<file path="src/rtl/serial_pkg.sv">
// Shared definitions for the serial shift blocks.
package serial_pkg;

    // Shifter state encoding, shared by the output and future input shifters.
    typedef enum logic {
        ST_IDLE  = 1'b0,
        ST_SHIFT = 1'b1
    } serial_state_e;

endpackage : serial_pkg

</file>
<file path="src/rtl/serial_shift_out.sv">
// Parallel-to-serial shifter: one-shot or rotating frames, all outputs registered.
module serial_shift_out
    import serial_pkg::*;
#(
    parameter int unsigned WIDTH      = 16,
    parameter bit          MSB_FIRST  = 1'b1,
    parameter bit          ROTATE     = 1'b0,
    parameter bit          IDLE_LEVEL = 1'b1
) (
    input  logic             clk,
    input  logic             rst_n,
    input  logic [WIDTH-1:0] din,
    input  logic             load_valid,
    output logic             load_ready,
    input  logic             stop,
    output logic             dout,
    output logic             busy,
    output logic             frame_done
);

    localparam int unsigned   CW   = $clog2(WIDTH);
    localparam logic [CW-1:0] LAST = CW'(WIDTH - 1);

    serial_state_e    r_state;
    logic [WIDTH-1:0] r_buf;
    logic [CW-1:0]    r_cnt;
    logic             r_dout;
    logic             r_busy;
    logic             r_frame_done;
    logic             r_load_ready;

    serial_state_e    w_state_nxt;
    logic [WIDTH-1:0] w_buf_nxt;
    logic [CW-1:0]    w_cnt_nxt;
    logic [WIDTH-1:0] w_buf_rot;
    logic             w_accept;
    logic             w_dout_nxt;
    logic             w_busy_nxt;
    logic             w_frame_done_nxt;
    logic             w_load_ready_nxt;

    // Buffer rotated one place toward the output end.
    assign w_buf_rot = MSB_FIRST ? {r_buf[WIDTH-2:0], r_buf[WIDTH-1]}
                                 : {r_buf[0], r_buf[WIDTH-1:1]};

    // Registered ready already reflects state/counter, so use it to qualify loads.
    assign w_accept = load_valid & r_load_ready;

    // Next state, buffer and counter; frame boundary priority is load, rotate, idle.
    always_comb begin
        w_state_nxt = r_state;
        w_buf_nxt   = r_buf;
        w_cnt_nxt   = r_cnt;
        case (r_state)
            ST_IDLE: begin
                if (w_accept) begin
                    w_state_nxt = ST_SHIFT;
                    w_buf_nxt   = din;
                    w_cnt_nxt   = '0;
                end
            end
            ST_SHIFT: begin
                if (r_cnt != LAST) begin
                    w_buf_nxt = w_buf_rot;
                    w_cnt_nxt = r_cnt + CW'(1);
                end else if (w_accept) begin
                    w_buf_nxt = din;
                    w_cnt_nxt = '0;
                end else if (ROTATE && !stop) begin
                    w_buf_nxt = w_buf_rot;
                    w_cnt_nxt = '0;
                end else begin
                    w_state_nxt = ST_IDLE;
                    w_buf_nxt   = w_buf_rot;
                    w_cnt_nxt   = '0;
                end
            end
            default: begin
                w_state_nxt = ST_IDLE;
                w_cnt_nxt   = '0;
            end
        endcase
    end

    // Output decodes of the next state, so the registered outputs track the state exactly.
    always_comb begin
        w_dout_nxt       = IDLE_LEVEL;
        w_busy_nxt       = 1'b0;
        w_frame_done_nxt = 1'b0;
        w_load_ready_nxt = 1'b1;
        if (w_state_nxt == ST_SHIFT) begin
            w_dout_nxt       = MSB_FIRST ? w_buf_nxt[WIDTH-1] : w_buf_nxt[0];
            w_busy_nxt       = 1'b1;
            w_frame_done_nxt = (w_cnt_nxt == LAST);
            w_load_ready_nxt = (w_cnt_nxt == LAST);
        end
    end

    // State, datapath and output registers; reset abandons any frame in flight.
    always_ff @(posedge clk or negedge rst_n) begin
        if (!rst_n) begin
            r_state      <= ST_IDLE;
            r_buf        <= '0;
            r_cnt        <= '0;
            r_dout       <= IDLE_LEVEL;
            r_busy       <= 1'b0;
            r_frame_done <= 1'b0;
            r_load_ready <= 1'b1;
        end else begin
            r_state      <= w_state_nxt;
            r_buf        <= w_buf_nxt;
            r_cnt        <= w_cnt_nxt;
            r_dout       <= w_dout_nxt;
            r_busy       <= w_busy_nxt;
            r_frame_done <= w_frame_done_nxt;
            r_load_ready <= w_load_ready_nxt;
        end
    end

    assign dout       = r_dout;
    assign busy       = r_busy;
    assign frame_done = r_frame_done;
    assign load_ready = r_load_ready;

endmodule : serial_shift_out

</file>
<file path="config.mk">
export PLATFORM = sky130hd
export DESIGN_NAME = serial_shift_out
export DESIGN_NICKNAME = d
export VERILOG_FILES = /design/src/rtl/serial_pkg.sv /design/src/rtl/serial_shift_out.sv
export SDC_FILE = /design/constraint.sdc
export NUM_CORES = 1
export LEC_CHECK = 0
export BUFFER_PORTS_ARGS = -buffer_cell sky130_fd_sc_hd__buf_2
export CAP_MARGIN = 20
export CORE_MARGIN = 2
export CORE_UTILIZATION = 30
export DETAILED_ROUTE_END_ITERATION = 7
export PLACE_DENSITY = 0.49
export SLEW_MARGIN = 20
export SYNTH_ARGS = -nofsm -noshare
export SYNTH_HDL_FRONTEND = slang
export SYNTH_SLANG_ARGS = --single-unit
</file>
<file path="constraint.sdc">
create_clock -name clk -period 1.5 [get_ports clk]
set_input_delay 0.45 -clock clk [delete_from_list [all_inputs] [get_ports clk]]
set_output_delay 0.45 -clock clk [all_outputs]
set_load 0.02 [all_outputs]
</file>
# After elaboration in Yosys (flattened, before gate mapping)
# Index checks and enable logic that the tools add are counted.
# W data, S select, Z words.
[word_totals] reg_bits=25 output_inout_bits=4
[classes] add_sub_neg=1 eq_ne=3 n_mux=14 n_bitwise=2
[ops] operator="$mux W16" n=3
[ops] operator="$pmux W16 S2" n=1
[ops] operator="$mux W4" n=2
[ops] operator="$pmux W4 S2" n=1
[ops] operator="$mux W1" n=6
[ops] operator="$add A4 B1 Y4 const B" n=1
[ops] operator="$eq A4 B4 Y1 const B" n=1
[ops] operator="$ne A4 B4 Y1 const B" n=1
[ops] operator="$ne A2 B2 Y1 const B" n=1
[ops] operator="$pmux W1 S2" n=1
[ops] operator="$and A1 B1 Y1" n=1
[ops] operator="$not A1 Y1" n=1

# Logic depth before layout (Yosys ltp)
# Gate-level depths: netlist (run 1).
[logic_depth] word_depth=5 ltp_mapped=7

# Least setup slack after synthesis (run 1)
# Ideal clock, no wire load.
[synth_path] path_type="reg-to-reg" start="register r_load_ready, in the netlist load_ready" end="register r_buf[0]" setup_ns=0.120 arrival_time_ns=1.514 setup_slack_ns=-0.134 stages_incl_launch_ff=7 n_path_buf=2 cell_sequence="dfstp_2 and2_1 buf_2 buf_6 mux2_2 o22ai_1 nor2_1"
[synth_via] elab_chain_len=4 word_cells_on_any_way=5 cone_classes="eq/ne (1); mux (3); bitwise (1)"
[synth_rtl] item="start: declaration" line="serial_shift_out.sv:30" text="logic r_load_ready;"
[synth_rtl] item="start signal: assignment" line="serial_shift_out.sv:116" text="r_load_ready <= w_load_ready_nxt;"
[synth_rtl] item="$and A1 B1 Y1 *" line="serial_shift_out.sv:47" text="assign w_accept = load_valid & r_load_ready;"
[synth_rtl] item="$mux W16" line="serial_shift_out.sv:66" text="end else if (w_accept) begin"
[synth_rtl] item="$mux W16" line="serial_shift_out.sv:63" text="if (r_cnt != LAST) begin"
[synth_rtl] item="$pmux W16 S2" line="serial_shift_out.sv:54" text="case (r_state)"
[synth_rtl] item="end signal: assignment" line="serial_shift_out.sv:111" text="r_buf <= w_buf_nxt;"
[synth_rtl] item="end: declaration" line="serial_shift_out.sv:25" text="logic [WIDTH-1:0] r_buf;"
# Mark *: on every way between the ends. The rest lies on a longest branch, timed or not.
# A chain may end at the register's enable or synchronous reset.

# Worst setup path after layout (run 1)
[layout_path] start="register r_cnt[0]" end="register r_dout, in the netlist dout"
[layout_via] elab_chain_len=4 word_cells_on_any_way=6 cone_classes="eq/ne (1); mux (5)"
[layout_rtl] item="start: declaration" line="serial_shift_out.sv:26" text="logic [CW-1:0] r_cnt;"
[layout_rtl] item="start signal: assignment" line="serial_shift_out.sv:112" text="r_cnt <= w_cnt_nxt;"
[layout_rtl] item="$ne A4 B4 Y1" line="serial_shift_out.sv:63"
[layout_rtl] item="$mux W16" line="serial_shift_out.sv:63"
[layout_rtl] item="$pmux W16 S2" line="serial_shift_out.sv:54"
[layout_rtl] item="via w_buf_nxt[15]" line="serial_shift_out.sv:33" text="logic [WIDTH-1:0] w_buf_nxt;"
[layout_rtl] item="$mux W1" line="serial_shift_out.sv:91" text="if (w_state_nxt == ST_SHIFT) begin"
[layout_rtl] item="via w_dout_nxt" line="serial_shift_out.sv:37" text="logic w_dout_nxt;"
[layout_rtl] item="end signal: assignment" line="serial_shift_out.sv:113" text="r_dout <= w_dout_nxt;"
[layout_rtl] item="end: declaration" line="serial_shift_out.sv:27" text="logic r_dout;"
# The timed path passes the listed nets, and every way through them passes these cells.

==> impl_metrics.yaml, run 1 <==
run:
  drv_cap: 0
setup_path:
  reg2reg_from: "r_cnt[0]$_DFF_PN0_"
  slowest_delay_ns: 0.37
  worstSetupEndpointType: "register"
  startpoint_type: "register"
  cp_max_fo: 4
  r2r_cells: 5
  crit_arrival_ns: 1.66
  cp_cell_sequence: "ha_2 -> nand3_4 -> or2_4 -> o221a_2 -> a21o_1"
  criticalPathCategory: "register to register"
  crit_slowest_cell: "dfrtp_1"
  worstPathRequired_ns: 1.70
  rrSetupSlack_ns: 0.04
  rr_endpoint: "dout$_DFF_PN1_"
routing:
  dr.first_iter.drc_count: 27
  drc_errors: 0
  antenna_left: 0
  wl_per_cell_um: 14.1
  vias: 1055
  drt_pass1_iterations: 4
  viasPerCell: 5.05
  drt_wl_total_mm: 2.96
synthesis:
  synth_area_per_cell_sq_um: 9.97
  synth_nets: 144
  synth_top_area_share_pct: 44.9
  synth_warnings: 0
  synth_top_area_cell: "dfrtp_1"
  netlist_top_cells_area: "dfrtp_1, mux2_2, nor2_1, o22ai_1, dfstp_2"
  synthCells: 123
  synth_seq_cells: 24
  ys_seq_area_share_pct: 49.2
  synth_area_sq_um: 1230
  yosysUniqueCellTypes: 30
cts:
  cts.clk_slew.worst_paths_ns: 0.09
  clockBufferDepth: 2
  cts_buffers: 3
  htree_levels: 1
  cts-root-buf: "clkbuf_8"
  cts_hold_buf: 0
  clock_latency_ns: 0.27
  cts.sinks: 24
  tritoncts: "yes"
timing:
  setup_tns_ns: 0
  finalMaxSlewViolations: 0
  setup_ws_ns: 0.0428
  hold_ws_ns: 0.152
  period_needed_ns: 1.46
  rsz0062_at_grt: "true"
  fin_skew_ns: 0.0100
  relSlewSlack_pct: 63.5
  fin_crit_sh_pct: 97.1
  fmax_mhz: 686
  setup_viol: 0
  final-hold-violation-count: 0
  worstMarginPinSlew_ns: 0.547
finish:
  area_growth_pct: 40.9
  fillers: 392
  fin_util_pct: 43.5
  n_antenna_cell: 0
  multi_input_area_sq_um: 724
  fin_cells: 209
  layout-drive-gt1-share_pct: 52.2
  fin_nets: 181
  finalInstanceArea_sq_um: 1730
  seq_area_sq_um: 604
floorplan:
  die_h_um: 67.9
  die_area_sq_um: 4610
  rows: 23
  pin_count: 24
  initial_utilization_pct: 30.9
  core_sq_um: 3970
  die_x_um: 67.9
power:
  p_total_mw: 3.45
  irDropWorstVdd_uv: 893
  p_leak_nw: 0.752
  power_density_nw_per_um2: 2000
global_routing:
  grt_overflow: 0
  grt_max_degree: 25
  grt_pass1_wl_mm: 4.79
  grt_usage_pct: 13.6
  first_global_vias: 1088
  antenna_found_initial: 0
place:
  place_area_sq_um: 1480
  hpwl_mm: 2.04
  placed_cells: 199
  place.gp.congestion: 0.890
  portBuffers: 22
  dp_slack_ns: -0.0773
worst_hold_path:
  min_path_type: "input port to asynchronous set/reset pin"
outcome:
  status: "completed"
## cells in the final DEF, fill, tap and decap left out, types with 2 or more instances in the layout
cell type | Yosys | final
o221a_2 | 3 | 3
buf_6 | 1 | 2
o22ai_1 | 14 | 2
dfstp_2 | 2 | 2
buf_4 | 1 | 15
nand2_1 | 8 | 8
a21oi_1 | 3 | 3
o22ai_2 | 0 | 12
nor2_1 | 30 | 30
buf_2 | 5 | 22
a21o_1 | 2 | 2
dfrtp_1 | 22 | 21
clkbuf_8 | 0 | 3
mux2_4 | 0 | 14
## repair_timing
item	4_1_cts	5_1_grt
resized for setup	3	22
setup endpoints to repair	12	18
pin swaps	1	8
buffers inserted	5	1
## routing by layer
layer / share of wire [%] / GRT usage [%] / vias up
met4: 0.78 / 3.75 / 0
met1: 46 / 17.2 / 521
met2: 49 / 24.4 / 23
met5: 0 / 0 / -
li1: - / - / 508
met3: 3.7 / 1.64 / 3
## flip-flops by register name, summed over array words and instances, names as in the netlist
name and count:
busy 1, dout 1, frame_done 1, load_ready 1
r_buf 16, r_cnt 4
## cell usage after synthesis (all sizes together)
cell type / number
o221ai: 1
o21ai: 2
o221a: 3
buf: 7
a21oi: 3
dfstp: 2
ha: 1
nand3b: 1
mux2: 14
a211o: 1
nor3b: 1
nand2: 9
a31oi: 1
a21o: 2
o22ai: 14
nand2b: 1
clkbuf: 1
nor2: 30
nand3: 1
dfrtp: 22
and3: 1
and2: 1
nor3: 1
or2: 2
mux2i: 1
## logic make-up after synthesis
logic type | synth area share, %
and+or+nand+nor | 17.1
DFF | 49.2
buffers and inverters | 3.88
AOI/OAI and AO/OA | 15.1
adders and majority gates | 1.02
muxes | 13.7
## power breakdown
group	total (mW)	leakage [nW]	internal [mW]	switching [mW]
combinational	1.70	0.464	0.927	0.775
sequential	1.19	0.253	0.974	0.216
clock	0.561	0.0357	0.357	0.205
## worst max-delay path: cells and delay by family (launching register included)
kind	cells	cell delay (ns)
adders and majority gates	1	0.23
DFF	1	0.37
AOI/OAI and AO/OA	2	0.43
and+or+nand+nor	2	0.34
## area by class of cell
cell class | count | share of cell area [%]
clock buffer | 3 | 2.39
clock inverter | 1 | 1.74
multi-input combinational | 91 | 41.9
sequential | 24 | 35.0
tap | 50 | 3.62
timing repair buffer | 40 | 15.4
## worst max path at each step
stage,cells after the start,start,endpoint
after floorplan,6,load_ready$_DFF_PN1_,r_buf[0]$_DFFE_PN0P_
after global placement,6,load_valid,frame_done$_DFF_PN0_
after detailed placement,4,load_ready$_DFF_PN1_,r_buf[9]$_DFFE_PN0P_
after CTS,6,r_cnt[0]$_DFF_PN0_,r_buf[2]$_DFFE_PN0P_
after global routing,5,r_cnt[0]$_DFF_PN0_,dout$_DFF_PN1_
final,5,r_cnt[0]$_DFF_PN0_,dout$_DFF_PN1_
(Power assumes the default switching activity.)
==> run 2, diff against run 1 <==
- CORE_ASPECT_RATIO: default -> 0.6
- CTS_CLUSTER_SIZE: default -> 10
==> impl_metrics.yaml, run 2 (synthesis results as in run 1) <==
outcome:
  status: "completed"
global_routing:
  grt_usage_pct: 13.7
  grt_overflow: 0
  first_global_vias: 963
  antenna_found_initial: 0
  grt_pass1_wl_mm: 4.66
  grt_max_degree: 25
routing:
  antenna_left: 0
  drc_errors: 0
  wl_per_cell_um: 14.8
  dr_wl_met3_um: 110
  drt-met1-wl_mm: 1.56
  dr.first_iter.drc_count: 23
  drt_pass1_iterations: 4
  highest_layer: "met4"
  viasPerCell: 5.16
  vias: 1052
  drt_wl_total_mm: 3.02
  met2WireLength_mm: 1.30
finish:
  layout-drive-gt1-share_pct: 51.6
  largest_registers: "r_buf: 16 flops, r_cnt: 4 flops"
  fillers: 376
  top_register: "r_buf"
  fin_nets: 179
  largest_reg_flops: 16
  final_cell_mix: "nor2_1, buf_2, dfrtp_1, mux2_4, o22ai_2"
  area_growth_pct: 38.6
  n_antenna_cell: 0
  final_common_cell: "nor2_1"
worst_hold_path:
  min_path_type: "input port to asynchronous set/reset pin"
setup_path:
  path_buf_inv: 1
  r2r_cells: 5
  path_delay_family: "flip-flops"
  startpoint_type: "register"
  crit_arrival_ns: 1.64
  crit_cells: 5
  crit_slowest_cell: "dfstp_2"
  worstPathRequired_ns: 1.66
  worstSetupEndpointType: "register"
  slowest_delay_ns: 0.58
  criticalPathCategory: "register to register"
  cp_cell_sequence: "and2_4 -> buf_12 -> mux2_4 -> o22ai_2 -> nor2_1"
  cp_max_fo: 7
cts:
  clock_latency_ns: 0.27
  cts.sinks: 24
  post-cts-setup-buffers: 0
  cts.clk_slew.worst_paths_ns: 0.08
  cts_hold_buf: 0
  cts_buffers: 3
  clockBufferDepth: 2
  cts-root-buf: "clkbuf_8"
  htree_levels: 1
  tritoncts: "yes"
place:
  hpwl_mm: 2.03
  place.gp.congestion: 0.862
  portBuffers: 22
  dp_slack_ns: -0.0184
timing:
  setup_ws_ns: 0.0202
  fmax_mhz: 676
  period_needed_ns: 1.48
  fin_crit_sh_pct: 98.7
  worstMarginPinSlew_ns: 0.559
  finalMaxSlewViolations: 0
  setup_viol: 0
  final-hold-violation-count: 0
  rsz0062_at_grt: "true"
  relSlewSlack_pct: 62.8
  fin_skew_ns: 0.00291
power:
  switching_share_pct: 36.6
  clkPwrFrac_pct: 11.9
  power_frac_seq_pct: 36.0
  p_leak_nw: 0.734
  irDropWorstVdd_uv: 689
  power_density_nw_per_um2: 1950
  comb_power_share_pct: 52.1
  p_int_mw: 2.11
  p_total_mw: 3.32
  net-switching-power_mw: 1.21
floorplan:
  die_area_sq_um: 4630
  core_sq_um: 3790
  initial_utilization_pct: 32.4
  die_x_um: 86.5
  rows: 17
  die_h_um: 53.5
  pin_count: 24
run:
  drv_cap: 0
## run 2: stage by stage
step                instances  setup TNS (ns)  cell area, sq um  util (%)  hold WS (ns)
finish                    204               0              1700      44.9         0.163
global route              204         -0.0548              1700      44.9         0.199
CTS                       204               0              1570      41.5         0.179
detailed placement        200         -0.0217              1520      40.1         0.480
global placement          200               0              1520      40.1         0.467
floorplan                 123          -0.689              1270         -         0.154
## run 2: layout make-up
cell class	instances	area (sq um)	area share (%)
flip-flops and latches	24	604	35.6
well taps	47	58.8	3.46
repair buffers	38	254	14.9
clock buffers	4	45.0	2.65
multi-input cells	91	737	43.4
## run 2: per-layer routing
metal  global-route usage [%]  vias to the layer above
met5                        0                        -
met4                     5.21                        0
met3                     3.74                        6
met2                     20.6                       20
met1                     18.7                      516
li1                         -                      510
## run 2: final timing paths
check	startpoint	to	slack [ns]
hold / removal	rst_n	r_cnt[2]$_DFF_PN0_	0.16
hold reg to reg	r_buf[1]$_DFFE_PN0P_	r_buf[2]$_DFFE_PN0P_	0.52
setup / recovery	load_ready$_DFF_PN1_	r_buf[7]$_DFFE_PN0P_	0.02
setup reg to reg	load_ready$_DFF_PN1_	r_buf[7]$_DFFE_PN0P_	0.02
min in group clk	din[4]	r_buf[4]$_DFFE_PN0P_	0.46
max in group asynchronous	rst_n	busy$_DFF_PN0_	0.94
## run 2: what timing repair did
| action | CTS | global route |
|---|---|---|
| pin swaps | 2 | 10 |
| endpoints found under the setup margin | 10 | 17 |
| gates resized for setup | 2 | 25 |
## run 2: power by group through the flow
| stage | logic, mW | registers (mW) | clock network, mW |
|---|---|---|---|
| after floorplan | 1.02 | 1.18 | 0 |
| after global placement | 1.49 | 1.17 | 0 |
| after detailed placement | 1.51 | 1.18 | 0 |
| after CTS | 1.53 | 1.17 | 0.415 |
| after global routing | 1.90 | 1.24 | 0.438 |
| final | 1.73 | 1.19 | 0.394 |
